$ cat src/rtl/riscv_arb_pkg.sv
`default_nettype none
// ============================================================================
// Module      : riscv_arb_pkg
// Description : Shared types and default widths for the I/D memory-port
//               arbiter. Defines the state encoding that records which port
//               owns the read data returned this cycle.
// Revision    : 1.0 - initial release
// ============================================================================
package riscv_arb_pkg;

  localparam int ARB_AW = 32;  // default byte-address width
  localparam int ARB_DW = 32;  // default data width

  // Owner of the read issued in the previous cycle
  typedef enum logic [1:0] {
    IDLE = 2'd0,
    I_RD = 2'd1,
    D_RD = 2'd2
  } arb_state_t;

endpackage
`default_nettype wire

$ cat src/rtl/arb_perf_cnt.sv
`default_nettype none
// ============================================================================
// Module      : arb_perf_cnt
// Description : Free-running enable counter, wraps at 2^WIDTH.
// Ports       : clk   - clock, rising edge
//               rst   - asynchronous, active-low reset
//               en    - count this cycle
//               count - current count value
// Revision    : 1.0 - initial release
// ============================================================================
module arb_perf_cnt #(
  parameter int WIDTH = 32
) (
  input  logic             clk,
  input  logic             rst,
  input  logic             en,
  output logic [WIDTH-1:0] count
);

  always_ff @(posedge clk or negedge rst) begin
    if (!rst) begin
      count <= '0;
    end else if (en) begin
      count <= count + WIDTH'(1);
    end
  end

endmodule
`default_nettype wire

$ cat src/rtl/mem_port_arbiter.sv
`default_nettype none
// ============================================================================
// Module      : mem_port_arbiter
// Description : Shares one single-port synchronous memory between the fetch
//               port (i_*) and the load/store port (d_*). At most one access
//               is granted per cycle; read data returns to its owner one
//               cycle later. The D port normally wins contention, but after
//               MAX_D_RUN consecutive D grants with fetch waiting, fetch is
//               forced through.
// Ports       : clk, rst (async active-low)
//               i_req/i_addr -> i_gnt, i_rvalid, i_rdata      fetch port
//               d_req/d_we/d_be/d_addr/d_wdata
//                            -> d_gnt, d_rvalid, d_rdata      data port
//               mem_en/we/be/addr/wdata, mem_rdata            memory side
//               conflict_cnt, i_stall_cnt                     (ARB_STATS_EN)
// Config      : ARB_STATS_EN - adds contention / fetch-stall counters
// Revision    : 1.0 - initial release
// ============================================================================
module mem_port_arbiter
  import riscv_arb_pkg::*;
#(
  parameter int AW        = ARB_AW,
  parameter int DW        = ARB_DW,
  parameter int MAX_D_RUN = 4
) (
  input  logic            clk,
  input  logic            rst,
  input  logic            i_req,
  input  logic [AW-1:0]   i_addr,
  output logic            i_gnt,
  output logic            i_rvalid,
  output logic [DW-1:0]   i_rdata,
  input  logic            d_req,
  input  logic            d_we,
  input  logic [DW/8-1:0] d_be,
  input  logic [AW-1:0]   d_addr,
  input  logic [DW-1:0]   d_wdata,
  output logic            d_gnt,
  output logic            d_rvalid,
  output logic [DW-1:0]   d_rdata,
  output logic            mem_en,
  output logic            mem_we,
  output logic [DW/8-1:0] mem_be,
  output logic [AW-1:0]   mem_addr,
  output logic [DW-1:0]   mem_wdata,
`ifdef ARB_STATS_EN
  output logic [31:0]     conflict_cnt,
  output logic [31:0]     i_stall_cnt,
`endif
  input  logic [DW-1:0]   mem_rdata
);

  localparam int            RW          = $clog2(MAX_D_RUN + 1);
  localparam logic [RW-1:0] C_D_RUN_MAX = RW'(MAX_D_RUN);

  arb_state_t      r_state, w_state_nxt;
  logic [RW-1:0]   r_d_run, w_d_run_nxt;
  logic [AW-1:0]   r_addr;
  logic [DW-1:0]   r_wdata;
  logic [DW-1:0]   r_i_rdata;
  logic [DW-1:0]   r_d_rdata;
  logic            w_i_win;

  always_ff @(posedge clk or negedge rst) begin
    if (!rst) begin
      r_state   <= IDLE;
      r_d_run   <= '0;
      r_addr    <= '0;
      r_wdata   <= '0;
      r_i_rdata <= '0;
      r_d_rdata <= '0;
    end else begin
      r_state <= w_state_nxt;
      r_d_run <= w_d_run_nxt;
      r_addr  <= mem_addr;
      r_wdata <= mem_wdata;
      // Keep the last delivered word so an idle port's rdata does not follow the bus
      if (r_state == I_RD) r_i_rdata <= mem_rdata;
      if (r_state == D_RD) r_d_rdata <= mem_rdata;
    end
  end

  always_comb begin
    // Fetch wins when alone, or when D has used up its consecutive-grant allowance
    w_i_win = i_req & (~d_req | (r_d_run == C_D_RUN_MAX));
    // Grants are qualified by rst so nothing reaches memory while reset is held
    i_gnt   = rst & w_i_win;
    d_gnt   = rst & d_req & ~w_i_win;

    mem_en    = i_gnt | d_gnt;
    mem_we    = d_gnt & d_we;
    mem_be    = '0;
    mem_addr  = r_addr;
    mem_wdata = r_wdata;
    if (i_gnt) begin
      mem_be   = '1;
      mem_addr = i_addr;
    end else if (d_gnt) begin
      mem_be    = d_be;
      mem_addr  = d_addr;
      mem_wdata = d_wdata;
    end

    // Starvation counter only tracks D grants taken while fetch is waiting
    w_d_run_nxt = r_d_run;
    if (!i_req || i_gnt) begin
      w_d_run_nxt = '0;
    end else if (d_gnt && (r_d_run != C_D_RUN_MAX)) begin
      w_d_run_nxt = r_d_run + RW'(1);
    end

    w_state_nxt = IDLE;
    if (i_gnt) begin
      w_state_nxt = I_RD;
    end else if (d_gnt && !d_we) begin
      w_state_nxt = D_RD;
    end

    i_rvalid = (r_state == I_RD);
    d_rvalid = (r_state == D_RD);
    i_rdata  = i_rvalid ? mem_rdata : r_i_rdata;
    d_rdata  = d_rvalid ? mem_rdata : r_d_rdata;
  end

`ifdef ARB_STATS_EN
  arb_perf_cnt #(.WIDTH(32)) u_conflict_cnt (
    .clk   (clk),
    .rst   (rst),
    .en    (i_req & d_req),
    .count (conflict_cnt)
  );

  arb_perf_cnt #(.WIDTH(32)) u_i_stall_cnt (
    .clk   (clk),
    .rst   (rst),
    .en    (i_req & ~i_gnt),
    .count (i_stall_cnt)
  );
`endif

endmodule
`default_nettype wire
$ cat config.mk
export PLATFORM = sky130hd
export DESIGN_NAME = mem_port_arbiter
export DESIGN_NICKNAME = d
export VERILOG_FILES = /design/src/rtl/riscv_arb_pkg.sv /design/src/rtl/arb_perf_cnt.sv /design/src/rtl/mem_port_arbiter.sv
export SDC_FILE = /design/constraint.sdc
export NUM_CORES = 1
export LEC_CHECK = 0
export ABC_CLOCK_PERIOD_IN_PS = 2250
export CORE_ASPECT_RATIO = 1.2
export CORE_MARGIN = 2
export CORE_UTILIZATION = 40
export CTS_CLUSTER_DIAMETER = 200
export DETAILED_ROUTE_END_ITERATION = 8
export PLACE_DENSITY = 0.81
export SYNTH_ARGS = -nofsm -noshare
export SYNTH_HDL_FRONTEND = slang
export SYNTH_SLANG_ARGS = --single-unit
$ cat constraint.sdc
create_clock -name clk -period 2.25 [get_ports clk]
set_clock_uncertainty 0.05 [all_clocks]
set_input_delay 0.3375 -clock clk [delete_from_list [all_inputs] [get_ports clk]]
set_output_delay 0.3375 -clock clk [all_outputs]
set_load 0.1 [all_outputs]
==> impl_metrics.env <==
export IMPL_worst_slack_ns=-0.262
export IMPL_p_leak_nw=4.75
export IMPL_synth_seq_cells=133
export IMPL_cts_buffer_depth=2
export IMPL_maxCapViolCount=0
export IMPL_dieArea_um2=14100
export IMPL_row_count=46
export IMPL_cp_max_fo=12
export IMPL_dp_cells=782
export IMPL_power_total_w=0.0119
export IMPL_avgSynthCellArea_um2=15.3
export IMPL_wl_per_cell_um=23.3
export IMPL_ys_flop_type="dfrtp_1"
export IMPL_maxSlewViolCount=0
export IMPL_holdWs_ns=0.0264
export IMPL_grt_pass1_vias=4853
export IMPL_endpoint_kind="output port"
export IMPL_ys_warn_count=0
export IMPL_peakVddDrop_uv=704
export IMPL_grt_pass1_wl_mm=25.8
export IMPL_start_util_pct=40.4
export IMPL_drive_gt1_share_pct=51.1
export IMPL_required_ns=1.86
export IMPL_drt_vias_per_instance=5.20
export IMPL_synthesis_nets=485
export IMPL_hold_class="in -> async"
export IMPL_syn_area_um2=5280
export IMPL_die_x_um=109
export IMPL_htreeDepth=4
export IMPL_grt_util_all_layers_pct=24.5
export IMPL_nets=793
export IMPL_ant_nets=0
export IMPL_ios=275
export IMPL_drt_iter0_markers=140
export IMPL_num_vias=4328
export IMPL_min_period_over_period_pct=112
export IMPL_max_freq_ghz=0.398
export IMPL_clk_pin_slew_ns=0.06
export IMPL_hold_viol_final=0
export IMPL_grt_max_degree=137
export IMPL_cts_tree="built"
export IMPL_setup_viol=69
export IMPL_port_buffers=274
export IMPL_dr_pass1_iters=4
export IMPL_worst_slew_pin_slew_ns=0.728
export IMPL_ys_top_cells_by_count="dfrtp_1 (133), mux2_2 (88), and2_1 (34), a221o_1 (32), mux2_1 (8)"
export IMPL_grt_overflow=0
export IMPL_antenna_found_initial=0
export IMPL_yosysSeqAreaShare_pct=63.0
export IMPL_async_reset_ff_share_pct=100
export IMPL_grt_setup_unrepaired="yes"
export IMPL_status="finished with violations"
export IMPL_synth_distinct_cells=24
export IMPL_postCtsHoldBufs=0
export IMPL_criticalPathCategory="reg -> out"
export IMPL_p_per_area_nw_per_um2=1110
export IMPL_n_antenna_cell=0
export IMPL_synthTopCellsByArea="dfrtp_1 (63%), mux2_2 (19%), a221o_1 (6.1%)"
export IMPL_min_period_ns=2.51
export IMPL_synth_top_area_share_pct=63.0
export IMPL_area_delta_synth_final_pct=104
export IMPL_hpwl_mm=12.4
export IMPL_post_synth_top_count_cell="dfrtp_1"
export IMPL_place_congestion=0.801
export IMPL_final_util_pct=82.3
export IMPL_numCtsBuffers=17
export IMPL_cts_root_buf="clkbuf_16"
export IMPL_wirelength_mm=19.4
export IMPL_cts_sinks=133
export IMPL_violations="negative setup slack"
export IMPL_clk_latency_ns=0.42
export IMPL_core_area_um2=13100
export IMPL_layout_cells_non_filler=833
export IMPL_yosysTopAreaCell="dfrtp_1"
export IMPL_relSlewSlack_pct=51.5
export IMPL_cp_arrival_ns=2.12
export IMPL_crit_path_start_kind="flip-flop"
export IMPL_die_h_um=130
export IMPL_synth_edff_count=0
export IMPL_drc_errors=0
export IMPL_syn_inst=346
## critical path, stage by stage (launching register included)
cell and delay (ns):
dfrtp_1 0.37, inv_2 0.06, ha_4 0.18, a31oi_4 0.20, buf_12 0.18, buf_12 0.17, mux2_4 0.35, buf_12 0.17
## routing by layer
metal	share of wire (%)	routed length [um]	track usage, %	up-vias
li1	-	-	-	1866
met1	33	6350	24.5	2177
met2	55	10800	43.9	229
met3	8.0	1550	9.59	56
met4	3.9	765	12.3	0
met5	0	0	0	-
## placed cells by master, fill, tap and decap left out, types with 2 or more instances in the layout
master / count
clkbuf_1: 6
buf_6: 8
nand3_1: 2
clkbuf_8: 2
a21o_4: 3
buf_12: 147
buf_4: 14
clkdlybuf4s50_1: 134
mux2_2: 64
nand2_1: 4
bufinv_16: 2
dfrtp_1: 133
a221o_2: 32
clkbuf_16: 21
mux2_4: 32
inv_2: 2
and2_1: 33
a21boi_0: 3
buf_8: 2
clkinv_2: 3
inv_1: 3
## timing repair
action / CTS / global route
setup endpoints to repair: 71 / 69
resized for setup: 20 / 46
setup buffers: 7 / 12
pin swaps: 16 / 9
endpoints found under the hold margin: 0 / 0
cloned: 0 / 5
## registers in the layout, indices dropped and copies added, names as in the netlist
register   count
r_d_run        3
r_d_rdata     32
r_i_rdata     32
r_wdata       32
r_addr        32
r_state        2
## power by group
group / internal (W) / total, W / switching [W]
clock network: 0.00167 / 0.00264 / 0.000973
registers: 0.00279 / 0.00292 / 0.000131
logic: 0.00231 / 0.00634 / 0.00403
## cells by family after synthesis
group                      share of synthesized area (%)
DFF                                                 63.0
muxes                                               20.5
and+or+nand+nor                                     5.26
AOI/OAI and AO/OA                                   7.70
buffers and inverters                               3.06
adders and majority gates                          0.474
## worst paths after layout
| kind | from | endpoint | slack [ns] | cells past startpoint |
|---|---|---|---|---|
| max in group asynchronous | rst | r_wdata[5] | 1.60 | 2 |
| min in group clk | rst | r_state[0] | 0.35 | 4 |
| hold / removal | rst | r_state[1] | 0.03 | 2 |
| setup / recovery | r_d_run[0] | mem_wdata[12] | -0.26 | 7 |
| hold reg to reg | r_wdata[18] | r_wdata[18] | 0.47 | 1 |
| setup reg to reg | r_d_run[0] | r_addr[25] | 0.44 | 7 |
## through the flow
step                      setup TNS [ns]  setup WS [ns]  cell area [um2]
after floorplan                   -0.189        -0.0377             5330
after global placement             -6.77         -0.142             9740
after detailed placement           -9.70         -0.207             9740
after CTS                         -12.44         -0.217            10400
after global routing              -18.71         -0.315            10800
final                             -14.22         -0.262            10800
## area by class of cell
class / count / area [um2]
timing repair buffer: 310 / 4620
sequential: 133 / 3330
multi-input combinational: 187 / 2020
clock buffer: 25 / 475
tap: 168 / 210
fill: 619 / 2310
clock inverter: 5 / 75.1
inverter: 5 / 18.8
No activity file was read; power rests on OpenSTA's default activity.
==> RTL edit 1: new RTL, config.mk and constraints unchanged <==
Set the package constant `ARB_DW` to 16 (it was 32).
--- a/src/rtl/riscv_arb_pkg.sv
+++ b/src/rtl/riscv_arb_pkg.sv
@@ -10,5 +10,5 @@
 
   localparam int ARB_AW = 32;  // default byte-address width
-  localparam int ARB_DW = 32;  // default data width
+  localparam int ARB_DW = 16;  // default data width
 
   // Owner of the read issued in the previous cycle
Interface: changed (7 resized); port bits go from 275 to 191. The function was not compared with the original's and may differ.
==> RTL edit 1 against the original RTL <==
The run still ends with setup timing left. Routed wire length is 43% lower. Sequential share of layout area is 0.64 points lower. Via count is 32% lower. Design area is 35% lower. Total power is 44% lower. Synthesized area is 34% lower. Core utilization is 0.36 points lower. Sequential cell count is 48 lower. Worst setup slack better by 64 ps. Critical path type unchanged. Largest cell class unchanged.
==> RTL edit 1: results (changes against the original RTL) <==
metric	value	unit	change
wl	11.1	mm	-43%
cts_made_buffers	9		-8
setup_viol	51		-26%
grt_pass1_wl	16.5	mm	-36%
ys.flop_type	dfrtp_1		
grt.total_usage	0.228		-0.0174
grt_max_degree	57		-58%
layout-drive-gt1-share	0.483		-0.0287
drt_iter0_drc	69		-51%
wl_per_cell	19.3	µm	-17%
synth_compound_area_frac	0.120		+0.0428
clock_latency	350	ps	-70 ps
arrival	2060	ps	-60 ps
place_congestion	0.754		-5.9%
fin_tns_setup	-7270	ps	+6960 ps
drt-pass1-iter-count	5		+1
hold_path.class	input pin to asynchronous set/reset pin		
nFillCells	453		-27%
grt_pass1_vias	3270		-33%
yosys-top-cells-count	dfrtp_1, mux2_2, and2_1		
syn-num-nets	347		-28%
dpl.cell_count	548		-30%
yosysWarnings	0		unchanged
async_flop_share	1.00		unchanged
top_register	r_addr		
synthXorXnorAreaFrac	0		unchanged
synth_mux_area_frac	0.154		-0.0507
reg2reg_depth	7		unchanged
max-vdd-ir-drop	0.493	mV	-30%
final_net_count	560		-29%
cts_root_buffer	clkbuf_8		
violations	setup timing		
dp_hpwl	8.21	mm	-34%
largest_reg_flops	32		
status	finished with violations		
via_count	2925		-32%
syn_avg_cell_area	14.5	µm²	-5.0%
final.setup.worst_slack	-198	ps	+64.0 ps
antenna_found_initial	0		unchanged
cts_buffer_depth	2		unchanged
worstPathMaxFanout	15		+3
leakage	3.05	nW	-36%
dpl_worst_slack	-180	ps	+26.4 ps
ys_types	26		+8.3%
portBuffers	190		-31%
n_antenna_cell	0		unchanged
ys_top_cells_by_area	dfrtp_1, mux2_2, a221o_1		
clk_pin_slew	100	ps	+40 ps
htreeDepth	3		-1
seq_area_frac_synth	0.606		-0.0243
relSlewSlack	0.525		+0.0106
synth_fa_ha_area_frac	0.00713		+0.00239
-- RTL edit 1: cell count changes in the layout (fill, tap and decap cells not counted), moves of 8 or more --
| cell | change |
|---|---|
| buf_12 | -52 |
| clkbuf_16 | -20 |
| clkbuf_8 | +8 |
| clkdlybuf4s50_1 | -34 |
| dfrtp_1 | -48 |
| mux2_2 | -23 |
| mux2_4 | -25 |
-- RTL edit 1: through the flow --
step           area, µm²  utilization
6_report            7020        0.819
5_1_grt             7020        0.819
4_1_cts             6920        0.808
3_5_place_dp        6640        0.775
3_3_place_gp        6640        0.775
2_1_floorplan       3620            -
-- RTL edit 1: logic make-up (layout without fill, tap and decap cells) --
kind of cell,Yosys count,after routing
AO/OA/AOI/OAI,41,41
buffers and inverters,21,239
flip-flops,85,85
adder cells (fa/ha/maj),2,2
multiplexers,48,48
AND/OR/NAND/NOR,45,45
-- RTL edit 1: repair_timing --
| action | in CTS | in global routing |
|---|---|---|
| hold endpoints to repair | 4 | 0 |
| buffers inserted | 7 | 3 |
| hold buffers | 1 | 0 |
| pin swaps | 7 | 1 |
| gates resized for setup | 10 | 8 |
| endpoints found under the setup margin | 52 | 51 |
| cloned | 0 | 2 |
-- RTL edit 1: area by class of cell --
cell class	instances	area, µm²	share of cell area
tap	117	146	0.0209
inverter	5	18.8	0.00267
clock inverter	6	52.6	0.00749
multi-input combinational	136	1430	0.203
sequential	85	2130	0.303
clock buffer	10	138	0.0196
timing repair buffer	218	3110	0.443
-- RTL edit 1: per-layer routing --
metal	global-route usage	part of all wire
met3	0.0670	0.072
met2	0.395	0.53
met5	0	0
met1	0.265	0.37
met4	0.0757	0.026
-- RTL edit 1: path summary, 6_finish.rpt --
| kind | start | to | slack [ps] |
|---|---|---|---|
| setup / recovery | r_d_run[0] | mem_addr[27] | -200 |
| hold / removal | rst | r_addr[9] | 40 |
| setup reg to reg | r_d_run[0] | r_addr[30] | 450 |
| hold reg to reg | r_wdata[2] | r_wdata[2] | 480 |
| max in group asynchronous | rst | r_d_rdata[11] | 1490 |
| min in group clk | rst | r_state[0] | 480 |
-- RTL edit 1: report_power, final --
group	switching, W	leakage (nW)	total (W)	internal (W)
combinational	0.00240	1.93	0.00383	0.00143
sequential	0.0000648	1.03	0.00183	0.00176
clock	0.000595	0.0918	0.00105	0.000451
-- RTL edit 1: worst max-delay path, stage by stage, from the launching register on --
cell     delay [ps]
dfrtp_1         410
inv_2           100
ha_4            180
a31oi_4         130
buf_12          190
buf_12          150
a221o_4         380
buf_12          170
==> RTL edit 2: new RTL, same settings <==
Made on the original files. Encoding of `arb_state_t`: now one-hot (3 bits for 3 states).
--- a/src/rtl/riscv_arb_pkg.sv
+++ b/src/rtl/riscv_arb_pkg.sv
@@ -13,8 +13,8 @@
 
   // Owner of the read issued in the previous cycle
-  typedef enum logic [1:0] {
-    IDLE = 2'd0,
-    I_RD = 2'd1,
-    D_RD = 2'd2
+  typedef enum logic [2:0] {
+    IDLE = 3'b001,
+    I_RD = 3'b010,
+    D_RD = 3'b100
   } arb_state_t;
 
Check against the original RTL: same outputs for any inputs over 4 cycles, from zero or initial values and one cycle with rst low; so few cycles prove little.
==> RTL edit 2 against the original RTL <==
The flow still finishes with violations (setup timing). Total power increased by 17%. Global-route usage increased by 8.5 points. Routed wire length increased by 33%. Design area increased by 11%. Sequential cell count increased by 1. Synthesized area increased by 0.50%. Critical path depth increased by 1. Worst setup slack got worse by 97 ps.
==> RTL edit 2: results (changes against the original RTL) <==
metric	value	unit	change
grt_pass1_vias	5451		+12%
synthXorXnorAreaFrac	0		unchanged
max-vdd-ir-drop	0.918	mV	+30%
drt-pass1-iter-count	4		unchanged
clk_pin_slew	60	ps	about the same
layout-drive-gt1-share	0.561		+0.0499
grt_pass1_wl	33.5	mm	+30%
ys_top_cells_by_area	dfrtp_1, mux2_2, a221o_1		
setup_viol	128		+86%
wl	25.8	mm	+33%
via_count	4918		+14%
syn-num-nets	485		unchanged
fin_tns_setup	-22230	ps	-8010 ps
worstPathMaxFanout	21		+9
yosys-top-cells-count	dfrtp_1, mux2_2, and2_1		
synth_mux_area_frac	0.204		-0.00101
synth_fa_ha_area_frac	0.00472		-0.0000235
relSlewSlack	0.453		-0.0620
cts_root_buffer	clkbuf_16		
cts_buffer_depth	2		unchanged
hold_path.class	input pin to asynchronous set/reset pin		
dp_hpwl	12.5	mm	+0.86%
cts_made_buffers	17		unchanged
clock_latency	420	ps	about the same
leakage	5.42	nW	+14%
n_antenna_cell	0		unchanged
nFillCells	416		-33%
grt.total_usage	0.330		+0.0854
arrival	2220	ps	+100 ps
antenna_found_initial	0		unchanged
violations	setup timing		
drt_iter0_drc	246		+76%
yosysWarnings	0		unchanged
grt_max_degree	65		-53%
synth_compound_area_frac	0.0783		+0.00127
status	finished with violations		
ys_types	25		+4.2%
htreeDepth	4		unchanged
place_congestion	0.799		-0.34%
final.setup.worst_slack	-360	ps	-97.3 ps
final_net_count	863		+8.8%
seq_area_frac_synth	0.632		+0.00183
ys.flop_type	dfrtp_1		
portBuffers	274		unchanged
async_flop_share	1.00		unchanged
[RTL edit 2: where the power goes]
group          leakage, nW  internal, W  total [W]  switching (W)
logic                 3.49      0.00304    0.00787        0.00483
clock network        0.294      0.00187    0.00294        0.00107
registers             1.64      0.00288    0.00310       0.000218
[RTL edit 2: path summary, 6_finish.rpt]
kind                                 endpoint  cells past startpoint         from  slack, ps
min in group clk                   r_d_run[1]                      3          rst        180
max in group asynchronous           r_addr[2]                      4          rst       1450
worst max register to register      r_addr[0]                      9   r_d_run[0]        200
worst max-delay path              mem_addr[8]                      8   r_d_run[0]       -360
worst min register to register    r_wdata[24]                      1  r_wdata[24]        460
worst min-delay path            r_d_rdata[18]                      2          rst         20
[RTL edit 2: routing by layer]
layer | global-route usage | up-vias | share of wire
met4 | 0.145 | 0 | 0.044
met1 | 0.342 | 2520 | 0.33
li1 | - | 2017 | -
met5 | 0 | - | 0
met2 | 0.626 | 296 | 0.56
met3 | 0.0774 | 85 | 0.064
[RTL edit 2: metrics by stage]
step	worst slack (ps)	hold WS (ps)	std cells	cell area, µm²
CTS	-292	7.04	880	11700
finish	-360	18.8	904	11900
detailed placement	-246	353	785	9880
floorplan	8.15	-8.09	346	5440
global placement	-191	348	785	9880
global route	-390	72.4	904	11900
[RTL edit 2: cell families (layout without fill, tap and decap cells)]
group	count (synthesis)	after routing
buf+inv	24	414
simple gates	46	46
flops	134	134
fa+ha+maj	2	2
compound gates	44	44
mux	96	96
[RTL edit 2: what timing repair did]
item                       4_1_cts  5_1_grt
resized for setup              108       37
setup buffers                   49       26
hold buffers                     2        0
pin swaps                       31        9
gates cloned                    13        4
setup endpoints to repair      135      135
hold endpoints to repair        26        0
[RTL edit 2: cell type report]
cell class,instances,area (µm²),area share
clock inverter,9,151,0.0127
tap,168,210,0.0176
inverter,4,15.0,0.00126
clock buffer,22,454,0.0380
multi-input combinational,188,2370,0.199
sequential,134,3350,0.281
timing repair buffer,379,5380,0.451
[RTL edit 2: worst max-delay path, cell delays in order, from the launching register on]
cell and delay [ps]:
dfrtp_1 390, inv_2 80, ha_4 180, buf_6 120, a21boi_4 160, nor2_4 90
buf_12 160, a221o_2 420, buf_12 190
